**config.mk**
```make
export PLATFORM = sky130hd
export DESIGN_NAME = bram_port_sched
export DESIGN_NICKNAME = d
export VERILOG_FILES = /design/src/rtl/bram_sched_pkg.sv /design/src/rtl/bram_rr_arb2.sv /design/src/rtl/bram_port_sched.sv
export SDC_FILE = /design/constraint.sdc
export NUM_CORES = 1
export LEC_CHECK = 0
export BUFFER_PORTS_ARGS = -buffer_cell sky130_fd_sc_hd__buf_2
export CORE_AREA = 4 4 91 93
export DETAILED_ROUTE_END_ITERATION = 7
export DIE_AREA = 0 0 95 97
export GPL_ROUTABILITY_DRIVEN = 1
export GPL_TIMING_DRIVEN = 0
export PLACE_DENSITY = 0.68
export SYNTH_ARGS = -nofsm -noshare
export SYNTH_HDL_FRONTEND = slang
export SYNTH_SLANG_ARGS = --single-unit
export TNS_END_PERCENT = 100
```
**constraint.sdc**
```tcl
create_clock -name clk -period 2 [get_ports clk]
set_input_delay 0.4 -clock clk [delete_from_list [all_inputs] [get_ports clk]]
set_output_delay 0.4 -clock clk [all_outputs]
set_load 0.02 [all_outputs]
```
**src/rtl/bram_sched_pkg.sv**
```systemverilog
// Shared constants and enums for the BRAM port scheduler: default geometry,
// requester indices and clear-engine states.
package bram_sched_pkg;

  localparam int WID_MEM_DEF   = 18;
  localparam int DEPTH_MEM_DEF = 8192;
  localparam int ADDR_W_DEF    = $clog2(DEPTH_MEM_DEF);

  typedef enum logic {
    REQ_A = 1'b0,
    REQ_B = 1'b1
  } req_idx_e;

  typedef enum logic {
    ST_IDLE  = 1'b0,
    ST_CLEAR = 1'b1
  } clr_state_e;

endpackage

```
**src/rtl/bram_rr_arb2.sv**
```systemverilog
// Two-way round-robin arbiter. A lone requester is granted at once; on
// contention the side that lost the previous contended round wins.
module bram_rr_arb2
  import bram_sched_pkg::*;
(
  input  logic       clk,
  input  logic       reset,
  input  logic       en,
  input  logic [1:0] req,
  output logic [1:0] grant
);

  req_idx_e prio;
  logic     contended;

  assign contended = en & req[0] & req[1];

  always_comb begin
    // NOTE: default first so every path assigns grant; otherwise a latch is inferred.
    grant = 2'b00;
    if (en) begin
      case (req)
        2'b01:   grant = 2'b01;
        2'b10:   grant = 2'b10;
        2'b11:   grant = (prio == REQ_A) ? 2'b01 : 2'b10;
        default: grant = 2'b00;
      endcase
    end
  end

  // Pointer moves only when both sides competed, so lone traffic never skews fairness.
  always_ff @(posedge clk) begin
    // NOTE: non-blocking for all sequential state so every flop samples pre-edge values.
    if (reset) begin
      prio <= REQ_A;
    end else if (contended) begin
      prio <= (prio == REQ_A) ? REQ_B : REQ_A;
    end
  end

endmodule

```
**src/rtl/bram_port_sched.sv**
```systemverilog
// Schedules two requesters onto a simple dual-port BRAM (one read, one write
// port) and owns a clear engine that sweeps CLR_VAL through every word.
module bram_port_sched
  import bram_sched_pkg::*;
#(
  parameter int                  WID_MEM   = WID_MEM_DEF,
  parameter int                  DEPTH_MEM = DEPTH_MEM_DEF,
  parameter logic [WID_MEM-1:0]  CLR_VAL   = '0,
  localparam int                 ADDR_W    = $clog2(DEPTH_MEM)
) (
  input  logic                         clk,
  input  logic                         reset,
  input  logic [1:0]                   rd_valid,
  input  logic [1:0][ADDR_W-1:0]       rd_addr,
  output logic [1:0]                   rd_ready,
  output logic [1:0]                   rd_rvalid,
  output logic [WID_MEM-1:0]           rd_rdata,
  input  logic [1:0]                   wr_valid,
  input  logic [1:0][ADDR_W-1:0]       wr_addr,
  input  logic [1:0][WID_MEM-1:0]      wr_data,
  output logic [1:0]                   wr_ready,
  input  logic                         clear_start,
  output logic                         clear_busy,
  output logic                         clear_done,
  output logic [ADDR_W-1:0]            mem_raddr,
  output logic [ADDR_W-1:0]            mem_waddr,
  output logic [WID_MEM-1:0]           mem_din,
  output logic                         mem_we,
  input  logic [WID_MEM-1:0]           mem_dout
);

  localparam int CNT_W = ADDR_W + 1;

  clr_state_e        state;
  logic [CNT_W-1:0]  clr_cnt;
  logic              last_clr;
  logic [ADDR_W-1:0] raddr_q;
  logic [1:0]        rd_grant;
  logic [1:0]        wr_grant;
  logic              rd_en;
  logic              wr_en;

  assign rd_en    = ~reset;
  assign wr_en    = ~reset & (state == ST_IDLE);
  assign last_clr = (clr_cnt == CNT_W'(DEPTH_MEM - 1));

  bram_rr_arb2 u_rd_arb (
    .clk   (clk),
    .reset (reset),
    .en    (rd_en),
    .req   (rd_valid),
    .grant (rd_grant)
  );

  bram_rr_arb2 u_wr_arb (
    .clk   (clk),
    .reset (reset),
    .en    (wr_en),
    .req   (wr_valid),
    .grant (wr_grant)
  );

  assign rd_ready   = rd_grant;
  assign wr_ready   = wr_grant;
  assign rd_rdata   = mem_dout;
  assign clear_busy = (state == ST_CLEAR);

  // Read address follows the grant in the accept cycle and parks otherwise.
  always_comb begin
    mem_raddr = raddr_q;
    if (reset)            mem_raddr = '0;
    else if (rd_grant[1]) mem_raddr = rd_addr[1];
    else if (rd_grant[0]) mem_raddr = rd_addr[0];
  end

  always_comb begin
    mem_we    = 1'b0;
    mem_waddr = wr_addr[0];
    mem_din   = wr_data[0];
    if (!reset && state == ST_CLEAR) begin
      mem_we    = 1'b1;
      mem_waddr = clr_cnt[ADDR_W-1:0];
      mem_din   = CLR_VAL;
    end else if (wr_grant[1]) begin
      mem_we    = 1'b1;
      mem_waddr = wr_addr[1];
      mem_din   = wr_data[1];
    end else if (wr_grant[0]) begin
      mem_we    = 1'b1;
    end
  end

  always_ff @(posedge clk) begin
    if (reset) begin
      state      <= ST_IDLE;
      clr_cnt    <= '0;
      clear_done <= 1'b0;
      rd_rvalid  <= 2'b00;
      raddr_q    <= '0;
    end else begin
      clear_done <= 1'b0;
      rd_rvalid  <= rd_grant;
      if (|rd_grant) raddr_q <= mem_raddr;
      case (state)
        ST_IDLE: begin
          // A write granted alongside clear_start still lands this cycle.
          if (clear_start) begin
            state   <= ST_CLEAR;
            clr_cnt <= '0;
          end
        end
        ST_CLEAR: begin
          if (last_clr) begin
            state      <= ST_IDLE;
            clr_cnt    <= '0;
            clear_done <= 1'b1;
          end else begin
            clr_cnt <= clr_cnt + CNT_W'(1);
          end
        end
        default: state <= ST_IDLE;
      endcase
    end
  end

endmodule

```
# --- Word level (Yosys, flattened, before mapping) ---
# Cells that the tools add are included.
classes:
  add_sub_neg: 1
  mul: 0
  n_div: 0
  n_lt_le_gt_ge: 0
  n_eq_ne: 8
  shifts: 0
  mux: 25
  bitwise_logic: 7
  n_reduce_logical: 4
ops:
  columns: ["operator", "n"]
  rows:
  - ["13-bit 2-to-1 mux", 5]
  - ["18-bit 2-to-1 mux", 2]
  - ["14-bit 2-to-1 mux", 2]
  - ["14-bit case mux with 2 select lines", 1]
  - ["14-bit by 1-bit adder with 14-bit output, second input constant", 1]
  - ["14-bit by 13-bit equality test with 1-bit output, second input constant", 1]
  - ["2-bit case mux with 3 select lines", 2]
  - ["2-bit equality test, second input constant", 4]
  - ["1-bit 2-to-1 mux", 8]
  - ["2-bit 2-to-1 mux", 4]
  - ["1-bit bitwise AND", 5]
  - ["2-bit by 1-bit equality test with 1-bit output, second input constant", 2]
  - ["2-bit OR reduction", 2]
  - ["2-bit inequality test, second input constant", 1]
  - ["1-bit inverter", 2]
  - ["1-bit case mux with 2 select lines", 1]
  - ["1-bit logical AND", 1]
  - ["1-bit logical NOT", 1]
totals:
  reg_bits: 33
  latchBits: 0
  ramBits: 0
  rom_bits: 0
  input_bits: 113
  out_inout_bits: 71
  elab_cells: 52
  mem_count: 0

# --- Logic depth before layout (Yosys ltp) ---
depth:
  ltp_word: 6
  depth_mapped: 6
  ltp_nobuf: 5

# --- By module ---
# A second synthesis with hierarchy kept.
unflattened:
  hier_cells: 311
  area_unflattened_um2: 2371.0
by_module_without_submodules:
  columns: ["mod", "instances", "cells_each", "area_each_um2", "seq_area_each_um2"]
  rows:
  - ["bram_port_sched", 1, 291, 2225.9, 620.6]
  - ["bram_rr_arb2", 2, 10, 72.6, 20.0]

# --- Worst setup path before layout ---
# OpenSTA, ideal clock, no wires.
synth_path:
  kind: "input to output"
  startpoint: "in reset"
  endpoint: "out mem_raddr[0]"
  arrival_ps: 1859
  required_ps: 1600
  path_slack_ps: -259
  path_stages: 5
  n_path_buf: 2
  cell_sequence: "clkbuf_1 a211oi_1 clkbuf_1 a222oi_1 nor2_1"
synth_between:
  elab_chain_cells: 4
synth_rtl:
  columns: ["item", "line", "rtl"]
  rows:
  - ["from (decl)", "bram_port_sched.sv:12", "input logic reset,"]
  - ["2-bit 2-to-1 mux", "bram_rr_arb2.sv:21", "if (en) begin"]
  - ["net rd_ready[0]", "bram_port_sched.sv:15", "output logic [1:0] rd_ready,"]
  - ["13-bit 2-to-1 mux", "bram_port_sched.sv:73", "else if (rd_grant[0]) mem_raddr = rd_addr[0];"]
  - ["13-bit 2-to-1 mux", "bram_port_sched.sv:72", "else if (rd_grant[1]) mem_raddr = rd_addr[1];"]
  - ["13-bit 2-to-1 mux", "bram_port_sched.sv:71", "if (reset) mem_raddr = '0;"]
  - ["to (decl)", "bram_port_sched.sv:25", "output logic [ADDR_W-1:0] mem_raddr,"]
# The timed path passes the listed nets, and every way through them passes these cells.

# --- Worst setup path in the final report ---
layout_path:
  startpoint: "reg u_rd_arb.prio"
  endpoint: "reg raddr_q[12]"
layout_between:
  elab_chain_cells: 6
  word_cells_on_any_way: 7
  classes_between: "6 x mux; 1 x reduce/logical"
layout_rtl:
  columns: ["item", "line", "rtl"]
  rows:
  - ["from (decl)", "bram_rr_arb2.sv:13", "req_idx_e prio;"]
  - ["from (signal assigned)", "bram_rr_arb2.sv:37", "prio <= (prio == REQ_A) ? REQ_B : REQ_A;"]
  - ["2-bit 2-to-1 mux *", "bram_rr_arb2.sv:25", "2'b11: grant = (prio == REQ_A) ? 2'b01 : 2'b10;"]
  - ["2-bit case mux with 3 select lines *", "bram_rr_arb2.sv:22", "case (req)"]
  - ["2-bit 2-to-1 mux *", "bram_rr_arb2.sv:21", null]
  - ["13-bit 2-to-1 mux", "bram_port_sched.sv:73", null]
  - ["13-bit 2-to-1 mux", "bram_port_sched.sv:72", null]
  - ["13-bit 2-to-1 mux", "bram_port_sched.sv:71", null]
  - ["to (signal assigned)", "bram_port_sched.sv:103", "if (|rd_grant) raddr_q <= mem_raddr;"]
  - ["to (decl)", "bram_port_sched.sv:37", "logic [ADDR_W-1:0] raddr_q;"]
# Every way passes the cells marked *; elsewhere a longest branch is shown, timed or not.
# A chain may end at the register's enable or synchronous reset.

==> results.md <==
* YS warnings at 0
* Yosys cell types at 37
* FF+latch count, synth at 33
* Ranking of synthesized cells by area: dfxtp_1 30%, nand2_1 13%, nor2_1 8.5%
* Async set-reset flop share out of synthesis at 0
* Syn nets at 425
* Area of the multi-input gates at 1410 sq um
* Ant diodes at 0
* WL/cell at 14.3 microns
* Port Buffers at 165
* Register area share after synthesis at 0.304
* Die width at 95 microns
* Avg Cell Area, Syn at 6.98 sq um
* Status: finished, violations left
* Leakage power at 1.97 nW
* Crit-path most repeated cell: buf_4
* Inserted Clock Buffers at 5
* CP peak stage delay at 0.35 ns
* Dominant cell by count in the synthesized netlist: nand2_1
* PD cells at 529 nW/um^2
* Register area at 671 sq um
* Min cycle time layout at 2.12 ns
* Internal cell power at 1.38 mW
* Final Worst Setup Slack at -0.118 ns
* Detailed-route via count at 3123
* Fmax at 0.472 GHz
* Worst Path Class, Setup: reg -> reg
* EDFF count, synth at 0
* Filler cell count at 760
* Slew @ Worst Pin at 0.667 ns
* Clk buf depth at 2
* Syn Inst Count at 311
* Cell taking the most area after synthesis: dfxtp_1
* Worst EP required at 2.22 ns
* Net Sw Frac at 0.334
* NetSw at 0.693 mW
* Max-slew headroom at 0.552
* Total grt overflow at 0
* Cell Chain, Critical Path: buf_4 -> a211oi_4 -> buf_8 -> a222oi_1 -> buf_4 -> buf_4 -> buf_4 -> buf_4 -> buf_4 -> buf_4 -> buf_4 -> buf_4 -> nor2_1
* Final std cells w/o fill at 629
* Critical Path Sink Type: flop
* RSZ-0062 raised after global routing: true
* CP startpoint kind: flop
* Initial Util at 0.288
* Die ar. at 9220 sq um
* Comb power frac at 0.416
* Clock slew at reported path FFs at 0.07 ns
* Final setup vio count at 15
* Vias in the first global route at 3047
* Final Hold Fails at 0
* Clock Sink Count at 33
* Fin util at 0.521
* CTS tree: yes
* First-pass GRT wire length at 13700 microns
* Wirelength, routed at 9000 microns
* DR vias/cell at 4.97
* Failing checks: setup timing
* Clock Latency Late Sink at 0.28 ns
* Crit path DAT at 2.34 ns
* Num rows at 32
* Mapped Area at 2170 sq um
* DR pass1 iterations at 5
* Buf/Inv on CP at 10
* Die Height at 97 microns
* Fraction of layout cells with a size suffix above 1 at 0.554
* CTS H-tree lvls at 2
* Final Cycle Share at 1.06
* Core area at 7530 sq um
* Synthesis-to-layout area growth at 80.8%
* Reg power frac at 0.338
* Share of the synthesized area in the top cell type at 0.304
* Final setup TNS at -0.860 ns
* Max stage delay cell, worst path: dfxtp_4
* Final nets at 641
* Top_reg_cell synth: dfxtp_1
* Delay-heaviest family, CP: buffers and inverters
* Worst hold path class: in -> reg
* Root buffer cell: clkbuf_8
* Initial antenna violation count at 0
* Worst Skew at 0.00590 ns
* Io pins at 184
* Placer Congestion at 0.827
* Largest net degree at the start of global routing at 11
* Antenna-violating nets left at 0
* GRT Total Usage at 0.182
* Max-slew violations at 0
* # DRC at 0
* Initial detailed-routing violation count at 244
* Hpwl dp at 6290 microns
* DP Cell Count at 578
* Hold_buf cts at 0
* Most frequent cells after synthesis: 75 x nand2_1, 49 x nor2_1, 33 x dfxtp_1
* Clock Power Share at 0.246
* CP Max Fanout at 10
* Max-Cap Viols at 0
* Maximum vdd drop at 0.000262 V
[worst min-delay path, stage by stage]
cell	delay (ns)
buf_2	0.08
a222oi_1	0.07
nor2_1	0.08
[sequential cells by signal, summed over array words and instances, names as in the netlist]
signal / count
u_rd_arb.prio: 1
rd_rvalid: 2
raddr_q: 13
u_wr_arb.prio: 1
clr_cnt: 14
clear_done: 1
clear_busy: 1
[worst paths after layout]
path	start	endpoint	slack (ns)	cells past startpoint
worst max-delay path	u_rd_arb.prio	raddr_q[12]	-0.12	13
worst min-delay path	rd_addr[9]	raddr_q[9]	0.38	3
worst max register to register	u_rd_arb.prio	raddr_q[12]	-0.12	13
worst min register to register	clr_cnt[12]	clr_cnt[12]	0.52	1
[per-layer routing]
layer / GRT usage / wire length [microns]
met3: 0.0272 / 563
met4: 0.0633 / 237
met2: 0.331 / 4750
met5: 0 / 0
met1: 0.211 / 3440
[power by group through the flow]
stage	clock network (mW)	registers (mW)	logic [mW]
finish	0.511	0.701	0.863
floorplan	0	0.715	0.379
global placement	0	0.713	0.624
detailed placement	0	0.714	0.629
global route	0.545	0.703	0.925
CTS	0.519	0.699	0.777
[cell usage in the layout, fill, tap and decap left out, types with 9 or more instances in the layout]
cell type / count
a21oi_1: 15
a222oi_1: 13
a31oi_1: 13
buf_2: 137
buf_4: 80
buf_6: 15
dfxtp_1: 29
nand2_1: 69
nor2_1: 39
nor2_2: 9
[layout make-up]
| type | count | share of cell area |
|---|---|---|
| Tap cell | 102 | 0.0325 |
| Clock buffer | 7 | 0.0220 |
| Inverter | 5 | 0.00670 |
| Sequential cell | 33 | 0.171 |
| Timing Repair Buffer | 209 | 0.330 |
| Multi-Input combinational cell | 235 | 0.359 |
| Buffer | 38 | 0.0785 |
[logic make-up after synthesis]
kind of cell | count (synthesis) | share of synthesized area
and+or+nand+nor | 153 | 0.317
adders and majority gates | 1 | 0.00577
xor gates and xnor gates | 4 | 0.0162
DFF | 33 | 0.304
buffers and inverters | 43 | 0.106
AOI/OAI and AO/OA | 77 | 0.251
[what timing repair did]
| action | 4_1_cts | 5_1_grt |
|---|---|---|
| buffers inserted | 36 | 8 |
| pin swaps | 11 | 23 |
| gates resized for setup | 65 | 61 |
| endpoints found under the setup margin | 52 | 57 |
| cloned | 1 | 1 |
| endpoints found under the hold margin | 0 | 0 |
[per-stage QoR]
| step | cell area [sq um] | hold WS (ns) | setup slack (ns) | power (mW) |
|---|---|---|---|---|
| after global placement | 3150 | 0.480 | -0.311 | 1.34 |
| after detailed placement | 3150 | 0.504 | -0.354 | 1.34 |
| after global routing | 3920 | 0.393 | -0.176 | 2.17 |
| final | 3920 | 0.375 | -0.118 | 2.08 |
| after floorplan | 2200 | 0.464 | 0.0163 | 1.09 |
| after CTS | 3700 | 0.369 | -0.0445 | 1.99 |
No activity file was read; power rests on OpenSTA's default activity.
